<file path="src/rtl/descontador_duzia_pkg.sv">
// Shared types and defaults for the dozen/unit down-counter slice.
package descontador_duzia_pkg;

    localparam int W                  = 4;
    localparam int DOZEN_MOD_DEFAULT  = 12;
    localparam int DECADE_MOD_DEFAULT = 10;

    typedef enum logic [1:0] {
        IDLE,
        RUN,
        DONE
    } state_t;

    // Out-of-range presets saturate to the largest legal stage value.
    function automatic logic [W-1:0] clamp_preset(input logic [W-1:0] value, input int modulus);
        if (int'(value) >= modulus) begin
            return W'(modulus - 1);
        end
        return value;
    endfunction

endpackage

</file>
<file path="src/rtl/descontador_duzia_if.sv">
// Load/enable/status bundle between a controller and descontador_duzia.
interface descontador_duzia_if;
    import descontador_duzia_pkg::*;

    logic         load;
    logic [W-1:0] load_units;
    logic [W-1:0] load_dozens;
    logic         enable;
    logic [W-1:0] units_out;
    logic [W-1:0] dozens_out;
    logic         borrow_out;
    logic         busy;
    logic         done;

    modport master (
        output load, load_units, load_dozens, enable,
        input  units_out, dozens_out, borrow_out, busy, done
    );

    modport slave (
        input  load, load_units, load_dozens, enable,
        output units_out, dozens_out, borrow_out, busy, done
    );

endinterface

</file>
<file path="src/rtl/descontador_duzia_contador_decrescente.sv">
// Single modulo-MOD down-counting stage with load, enable and wrap borrow.
module contador_decrescente
    import descontador_duzia_pkg::*;
#(
    parameter int MOD   = DOZEN_MOD_DEFAULT,
    parameter int WIDTH = W
) (
    input  logic             clk,
    input  logic             rst_n,
    input  logic             load,
    input  logic [WIDTH-1:0] load_value,
    input  logic             enable,
    output logic [WIDTH-1:0] count,
    output logic             borrow
);

    localparam logic [WIDTH-1:0] TOP = WIDTH'(MOD - 1);

    assign borrow = enable && (count == '0);

    always_ff @(posedge clk or negedge rst_n) begin
        if (!rst_n) begin
            count <= '0;
        end else if (load) begin
            count <= load_value;
        end else if (enable) begin
            count <= (count == '0) ? TOP : count - WIDTH'(1);
        end
    end

endmodule

</file>
<file path="src/rtl/descontador_duzia.sv">
// Loadable dozens/units down-counter with IDLE/RUN/DONE tracking.
// Define DESCONTADOR_AUTORELOAD_EN to restart from the saved preset after each completion.
module descontador_duzia
    import descontador_duzia_pkg::*;
#(
    parameter int DOZEN_MOD  = DOZEN_MOD_DEFAULT,
    parameter int DECADE_MOD = DECADE_MOD_DEFAULT
) (
    input  logic              clk,
    input  logic              rst_n,
    descontador_duzia_if.slave bus
);

    state_t       state;
    logic         busy_r;
    logic         done_r;
    logic [W-1:0] units;
    logic [W-1:0] dozens;
    logic [W-1:0] units_pre;
    logic [W-1:0] dozens_pre;
    logic [W-1:0] units_src;
    logic [W-1:0] dozens_src;
    logic         preset_zero;
    logic         run_step;
    logic         terminal;
    logic         units_borrow;
    logic         dozens_borrow_unused;
    logic         stage_load;
    logic         reload;

    assign units_pre   = clamp_preset(bus.load_units, DOZEN_MOD);
    assign dozens_pre  = clamp_preset(bus.load_dozens, DECADE_MOD);
    assign preset_zero = (units_pre == '0) && (dozens_pre == '0);
    assign run_step    = (state == RUN) && bus.enable && !bus.load;
    assign terminal    = run_step && (units == W'(1)) && (dozens == '0);

`ifdef DESCONTADOR_AUTORELOAD_EN
    logic [W-1:0] saved_units;
    logic [W-1:0] saved_dozens;

    always_ff @(posedge clk or negedge rst_n) begin
        if (!rst_n) begin
            saved_units  <= '0;
            saved_dozens <= '0;
        end else if (bus.load) begin
            saved_units  <= units_pre;
            saved_dozens <= dozens_pre;
        end
    end

    // A zero preset must not reload, otherwise DONE would repeat forever.
    assign reload     = (state == DONE) && !bus.load && ((saved_units != '0) || (saved_dozens != '0));
    assign units_src  = bus.load ? units_pre  : saved_units;
    assign dozens_src = bus.load ? dozens_pre : saved_dozens;
`else
    assign reload     = 1'b0;
    assign units_src  = units_pre;
    assign dozens_src = dozens_pre;
`endif

    assign stage_load = bus.load || reload;

    contador_decrescente #(.MOD(DOZEN_MOD), .WIDTH(W)) u_units (
        .clk        (clk),
        .rst_n      (rst_n),
        .load       (stage_load),
        .load_value (units_src),
        .enable     (run_step),
        .count      (units),
        .borrow     (units_borrow)
    );

    contador_decrescente #(.MOD(DECADE_MOD), .WIDTH(W)) u_dozens (
        .clk        (clk),
        .rst_n      (rst_n),
        .load       (stage_load),
        .load_value (dozens_src),
        .enable     (units_borrow),
        .count      (dozens),
        .borrow     (dozens_borrow_unused)
    );

    always_ff @(posedge clk or negedge rst_n) begin
        if (!rst_n) begin
            state  <= IDLE;
            busy_r <= 1'b0;
            done_r <= 1'b0;
        end else if (bus.load) begin
            state  <= preset_zero ? DONE : RUN;
            busy_r <= !preset_zero;
            done_r <= preset_zero;
        end else begin
            case (state)
                IDLE: begin
                    busy_r <= 1'b0;
                    done_r <= 1'b0;
                end
                RUN: begin
                    if (terminal) begin
                        state  <= DONE;
                        busy_r <= 1'b0;
                        done_r <= 1'b1;
                    end
                end
                DONE: begin
                    state  <= reload ? RUN : IDLE;
                    busy_r <= reload;
                    done_r <= 1'b0;
                end
                default: begin
                    state  <= IDLE;
                    busy_r <= 1'b0;
                    done_r <= 1'b0;
                end
            endcase
        end
    end

    assign bus.units_out  = units;
    assign bus.dozens_out = dozens;
    assign bus.borrow_out = units_borrow;
    assign bus.busy       = busy_r;
    assign bus.done       = done_r;

endmodule

</file>
<file path="src/flat_wrapper.sv">
// flat-port wrapper written by rule: the top's interface ports become plain ports
module descontador_duzia_flat import descontador_duzia_pkg::*;
#(
    parameter int DOZEN_MOD  = DOZEN_MOD_DEFAULT,
    parameter int DECADE_MOD = DECADE_MOD_DEFAULT
)
  (clk, rst_n, bus_load, bus_load_units, bus_load_dozens, bus_enable, bus_units_out, bus_dozens_out, bus_borrow_out, bus_busy, bus_done);
  descontador_duzia_if bus_i ();
  input  logic clk;
  input  logic rst_n;
  input wire logic [$bits(bus_i.load)-1:0] bus_load;
  input wire logic [$bits(bus_i.load_units)-1:0] bus_load_units;
  input wire logic [$bits(bus_i.load_dozens)-1:0] bus_load_dozens;
  input wire logic [$bits(bus_i.enable)-1:0] bus_enable;
  output wire logic [$bits(bus_i.units_out)-1:0] bus_units_out;
  output wire logic [$bits(bus_i.dozens_out)-1:0] bus_dozens_out;
  output wire logic [$bits(bus_i.borrow_out)-1:0] bus_borrow_out;
  output wire logic [$bits(bus_i.busy)-1:0] bus_busy;
  output wire logic [$bits(bus_i.done)-1:0] bus_done;
  assign bus_i.load = bus_load;
  assign bus_i.load_units = bus_load_units;
  assign bus_i.load_dozens = bus_load_dozens;
  assign bus_i.enable = bus_enable;
  assign bus_units_out = bus_i.units_out;
  assign bus_dozens_out = bus_i.dozens_out;
  assign bus_borrow_out = bus_i.borrow_out;
  assign bus_busy = bus_i.busy;
  assign bus_done = bus_i.done;
  descontador_duzia #(.DOZEN_MOD(DOZEN_MOD), .DECADE_MOD(DECADE_MOD)) u_core (.clk(clk), .rst_n(rst_n), .bus(bus_i));
endmodule
</file>
<file path="config.mk">
export PLATFORM = sky130hd
export DESIGN_NAME = descontador_duzia_flat
export DESIGN_NICKNAME = d
export VERILOG_FILES = /design/src/rtl/descontador_duzia_pkg.sv /design/src/rtl/descontador_duzia_if.sv /design/src/rtl/descontador_duzia_contador_decrescente.sv /design/src/rtl/descontador_duzia.sv /design/src/flat_wrapper.sv
export SDC_FILE = /design/constraint.sdc
export NUM_CORES = 1
export LEC_CHECK = 0
export ABC_AREA = 1
export BUFFER_PORTS_ARGS = -buffer_cell sky130_fd_sc_hd__buf_4
export CAP_MARGIN = 0
export CORE_MARGIN = 2
export CORE_UTILIZATION = 35
export CTS_CLUSTER_DIAMETER = 40
export DETAILED_ROUTE_END_ITERATION = 16
export HOLD_SLACK_MARGIN = 0.1
export PLACE_DENSITY = 0.67
export SKIP_CTS_REPAIR_TIMING = 1
export SLEW_MARGIN = 20
export SYNTH_ARGS = -nofsm -noshare
export SYNTH_HDL_FRONTEND = slang
export SYNTH_HIERARCHICAL = 1
export SYNTH_SLANG_ARGS = --single-unit
</file>
<file path="constraint.sdc">
create_clock -name clk -period 3.6 [get_ports clk]
set_input_delay 0.72 -clock clk [delete_from_list [all_inputs] [get_ports clk]]
set_output_delay 0.72 -clock clk [all_outputs]
set_load 0.1 [all_outputs]
</file>
* Word level (Yosys, flattened, before mapping)
Cells that the tools add are included.
** Word-level totals
- Bits of input ports :: 12
- Bits in registers :: 12
- Word-level logic and storage cells :: 51
- Output and inout port bits :: 11
** Cells by class
- Reduce and logical (&&, ||, !) cells :: 16
- Add/sub/neg operators :: 2
- Order comparisons :: 2
- Eq/ne operators :: 4
- Mux-type cells :: 22
** Operator list (count)
- $mux W4 :: 10
- $logic_not A4 Y1 :: 4
- $ge A4 B4 Y1 const B :: 2
- $mux W1 :: 8
- $sub A4 B1 Y4 const B :: 2
- $logic_and A1 B1 Y1 :: 6
- $mux W2 :: 3
- $eq A4 B1 Y1 const B :: 1
- $pmux W2 S2 :: 1
- $reduce_bool A2 Y1 :: 2
- $ne A3 B2 Y1 const B :: 1
- $eq A2 B1 Y1 const B :: 1
- $logic_not A1 Y1 :: 2
- $logic_not A2 Y1 :: 1
- $ne A2 B2 Y1 const B :: 1
- $reduce_and A2 Y1 :: 1

* Longest topological paths before layout
- Depth in word-level cells :: 8
- Depth in mapped cells :: 10
- Gate-level depth less buffers :: 10

* Modules after synthesis
The synthesis kept the hierarchy.
** By module, submodules not included
- descontador_duzia :: sequential area each 100.1 µm², times used 1, cells each 50, area an instance 330.3 µm²
- contador_decrescente at u_core.u_units :: sequential area each 100.1 µm², times used 1, cells each 35, area an instance 257.7 µm²
- contador_decrescente at u_core.u_dozens :: sequential area each 100.1 µm², times used 1, cells each 37, area an instance 244.0 µm²

* Worst setup path before layout
No wires, ideal clock.
- Path kind :: register -> output
- Start point :: register u_core.u_units.count[0]
- End point :: output port bus_borrow_out
- Buffers on the path :: 0
- Data required time :: 2880 ps
- Stages on the path, launching flop included :: 5
- Arrival :: 2698 ps
- Path slack :: 182 ps
- Path through :: dfrtp_1 inv_1 ha_1 nand2_1 nor2_1
** Between the ends
- Longest elaborated chain between the ends :: 2
** Ends and longest elaborated chain
- from (decl) :: line descontador_duzia_contador_decrescente.sv:13 : output logic [WIDTH-1:0] count,
- from (signal assigned) :: line descontador_duzia_contador_decrescente.sv:25 : count <= load_value;
- from (signal assigned) :: line descontador_duzia_contador_decrescente.sv:27 : count <= (count == '0) ? TOP : count - WIDTH'(1);
- $logic_not A4 Y1 :: line descontador_duzia_contador_decrescente.sv:19 : assign borrow = enable && (count == '0);
- $logic_and A1 B1 Y1 :: line descontador_duzia_contador_decrescente.sv:19
- to (decl) :: line flat_wrapper.sv:17 : output wire logic [$bits(bus_i.borrow_out)-1:0] bus_borrow_out;
Every way passes these cells.

* Worst setup path after layout
- Start point :: input port bus_load
- End point :: output port bus_borrow_out
** Between the ends
- Longest elaborated chain between the ends :: 3
** Ends and longest elaborated chain
- from (decl) :: line flat_wrapper.sv:11 : input wire logic [$bits(bus_i.load)-1:0] bus_load;
- $logic_not A1 Y1 :: line descontador_duzia.sv:34 : assign run_step = (state == RUN) && bus.enable && !bus.load;
- $logic_and A1 B1 Y1 :: line descontador_duzia.sv:34
- named net u_core.run_step :: line descontador_duzia.sv:24 : logic run_step;
- $logic_and A1 B1 Y1 :: line descontador_duzia_contador_decrescente.sv:19
The timed path passes the listed nets, and every way through them passes these cells.

==> impl_metrics.toml <==
[cells_and_area]
syn2layout_area_growth_pct = 26.10
post-route-cell-area_um2 = 1040
mostFrequentLayoutCells = "nand2_1, buf_4, nor2_1, inv_1, dfrtp_1"
layout-drive-gt1-share_pct = 30.77
antenna_cells = 0
num-nets-final = 158
layout_commonest_cell = "nand2_1"

[placed_design]
port_buffers = 22
placed_area_um2 = 1017
place_hpwl_um = 1419
place.gp.congestion = 0.7501

[sta]
skew_ns = 0.007691
fmax_mhz = 359.8
rsz0062_at_grt = "no"
hold_viol_final = 0
fin_crit_sh_pct = 77.20
fin_crit_ns = 2.779
finalSetupViolCount = 0
maxSlewViolCount = 0
tightest_slew_ns = 0.2981
finalSetupTns_ns = 0
slew_headroom_pct = 80.05

[power]
leakage_nw = 0.5470
comb_power_share_pct = 45.6
swShare_pct = 47.37
internal-power_uw = 241.8
power_switching_uw = 217.6
ir_worst_vdd_v = 0.0002362
powerDensity_nw_per_um2 = 441.8
power.share.clock_pct = 17.3
total_power_uw = 459.4
seqPwrFrac_pct = 37.1

[logic_synthesis]
syn-num-nets = 133
yosys_warnings = 6
avgSynthCellArea_um2 = 6.871
syn-instance-count = 120
synth_area_um2 = 824.5

[cts]
htree_levels = 1
cts-root-buf = "clkbuf_4"
cts.sinks = 12
cts_buffers = 3
cts.path.max_buffers = 2
path_clk_slew_ns = 0.08
cts_tree = "done"
clk_latency_ns = 0.26

[critical_path]
crit_slowest_cell = "buf_4"
crit_path_start_kind = "primary input"
crit_buf_inv = 4
arrival_ns = 2.06
path_max_fanout = 15
rr_worst_depth = 8
cp_num_cells = 7
cpPeakStageDelay_ns = 0.35
path_cells = "buf_4, nor3_4, inv_2, nor2_1, inv_1, nor2_1, buf_4"
path_delay_family = "simple AND/OR/NAND/NOR gates"
crit_required_ns = 2.88
endpoint_kind = "primary output"
crit_type = "primary input to primary output"

[route]
first_pass_iters = 4
drt-initial-drc-count = 42
wirelength_um = 1785
wl_per_cell_um = 10.44
drt-vias-per-instance = 4.708
num_vias = 805
drc = 0
ant_nets = 0

[global_route]
met2_usage_pct = 22.92
grt_pass1_wl_um = 3001
grt_use_met1_pct = 20.18
busiest_layer = "met2"
grt_usage_pct = 14.99
grt_pass1_vias = 706
antenna_found_initial = 0
grtUsageMet3_pct = 3.429
grt_max_degree = 16
grt_overflow = 0

[job]
max-cap-violations = 0

[floorplan]
fp.dieArea_um2 = 2760
die_w_um = 52.54
die_h_um = 52.54
start_util_pct = 37.27
core_region_area_um2 = 2212
pin_count = 23
num_rows = 17

[outcome]
status = "complete, no violations"

[min_path]
min-delay-path-class = "primary input to asynchronous set/reset pin"
[flip-flops by register name (all words and copies together) (netlist names)]
signal	cells
u_core/bus.busy	1
u_core/bus.done	1
u_core/state	2
u_core/u_dozens/count	4
u_core/u_units/count	4
[worst paths after layout]
kind | from | endpoint | slack, ns
hold reg to reg | u_core/bus.busy | u_core/bus.busy | 0.51
min in group clk | u_core/bus.busy | u_core/bus.busy | 0.51
setup / recovery | bus_load | bus_borrow_out | 0.82
setup reg to reg | u_core/state[1] | u_core/u_dozens/count[2] | 1.90
hold / removal | rst_n | u_core/u_dozens/count[3] | 0.28
max in group asynchronous | rst_n | u_core/u_units/count[2] | 3.16
[routing by layer]
metal / share of wire (%) / wire length, µm
met5: 0 / 0
met4: 0 / 0
met3: 5.5 / 99
met2: 48 / 852
met1: 47 / 834
[power groups by stage]
stage / registers [mW] / logic, mW / clock network (mW)
after detailed placement: 0.173 / 0.210 / 0
after CTS: 0.171 / 0.210 / 0.0862
final: 0.171 / 0.209 / 0.0795
after global routing: 0.173 / 0.224 / 0.0954
after global placement: 0.173 / 0.208 / 0
after floorplan: 0.265 / 0.0651 / 0
[per-stage QoR]
step | cells | hold slack (ns) | worst slack (ns) | utilization [%]
after detailed placement | 168 | 0.4990 | 0.8288 | 45.98
after floorplan | 120 | 0.4244 | 0.2113 | -
after global placement | 168 | 0.5067 | 0.8657 | 45.98
after global routing | 171 | 0.2683 | 0.7346 | 47.00
after CTS | 171 | 0.2740 | 0.8271 | 47.00
final | 171 | 0.2784 | 0.8207 | 47.00
[area by class of cell]
cell class                      count  area [µm²]
Sequential cell                    12       300.3
Fill cell                         226        1172
Inverter                           18       67.56
Clock buffer                        3       22.52
Timing Repair Buffer               22       165.2
Tap cell                           28       35.03
Multi-Input combinational cell     88       449.2
(Power assumes the default switching activity.)
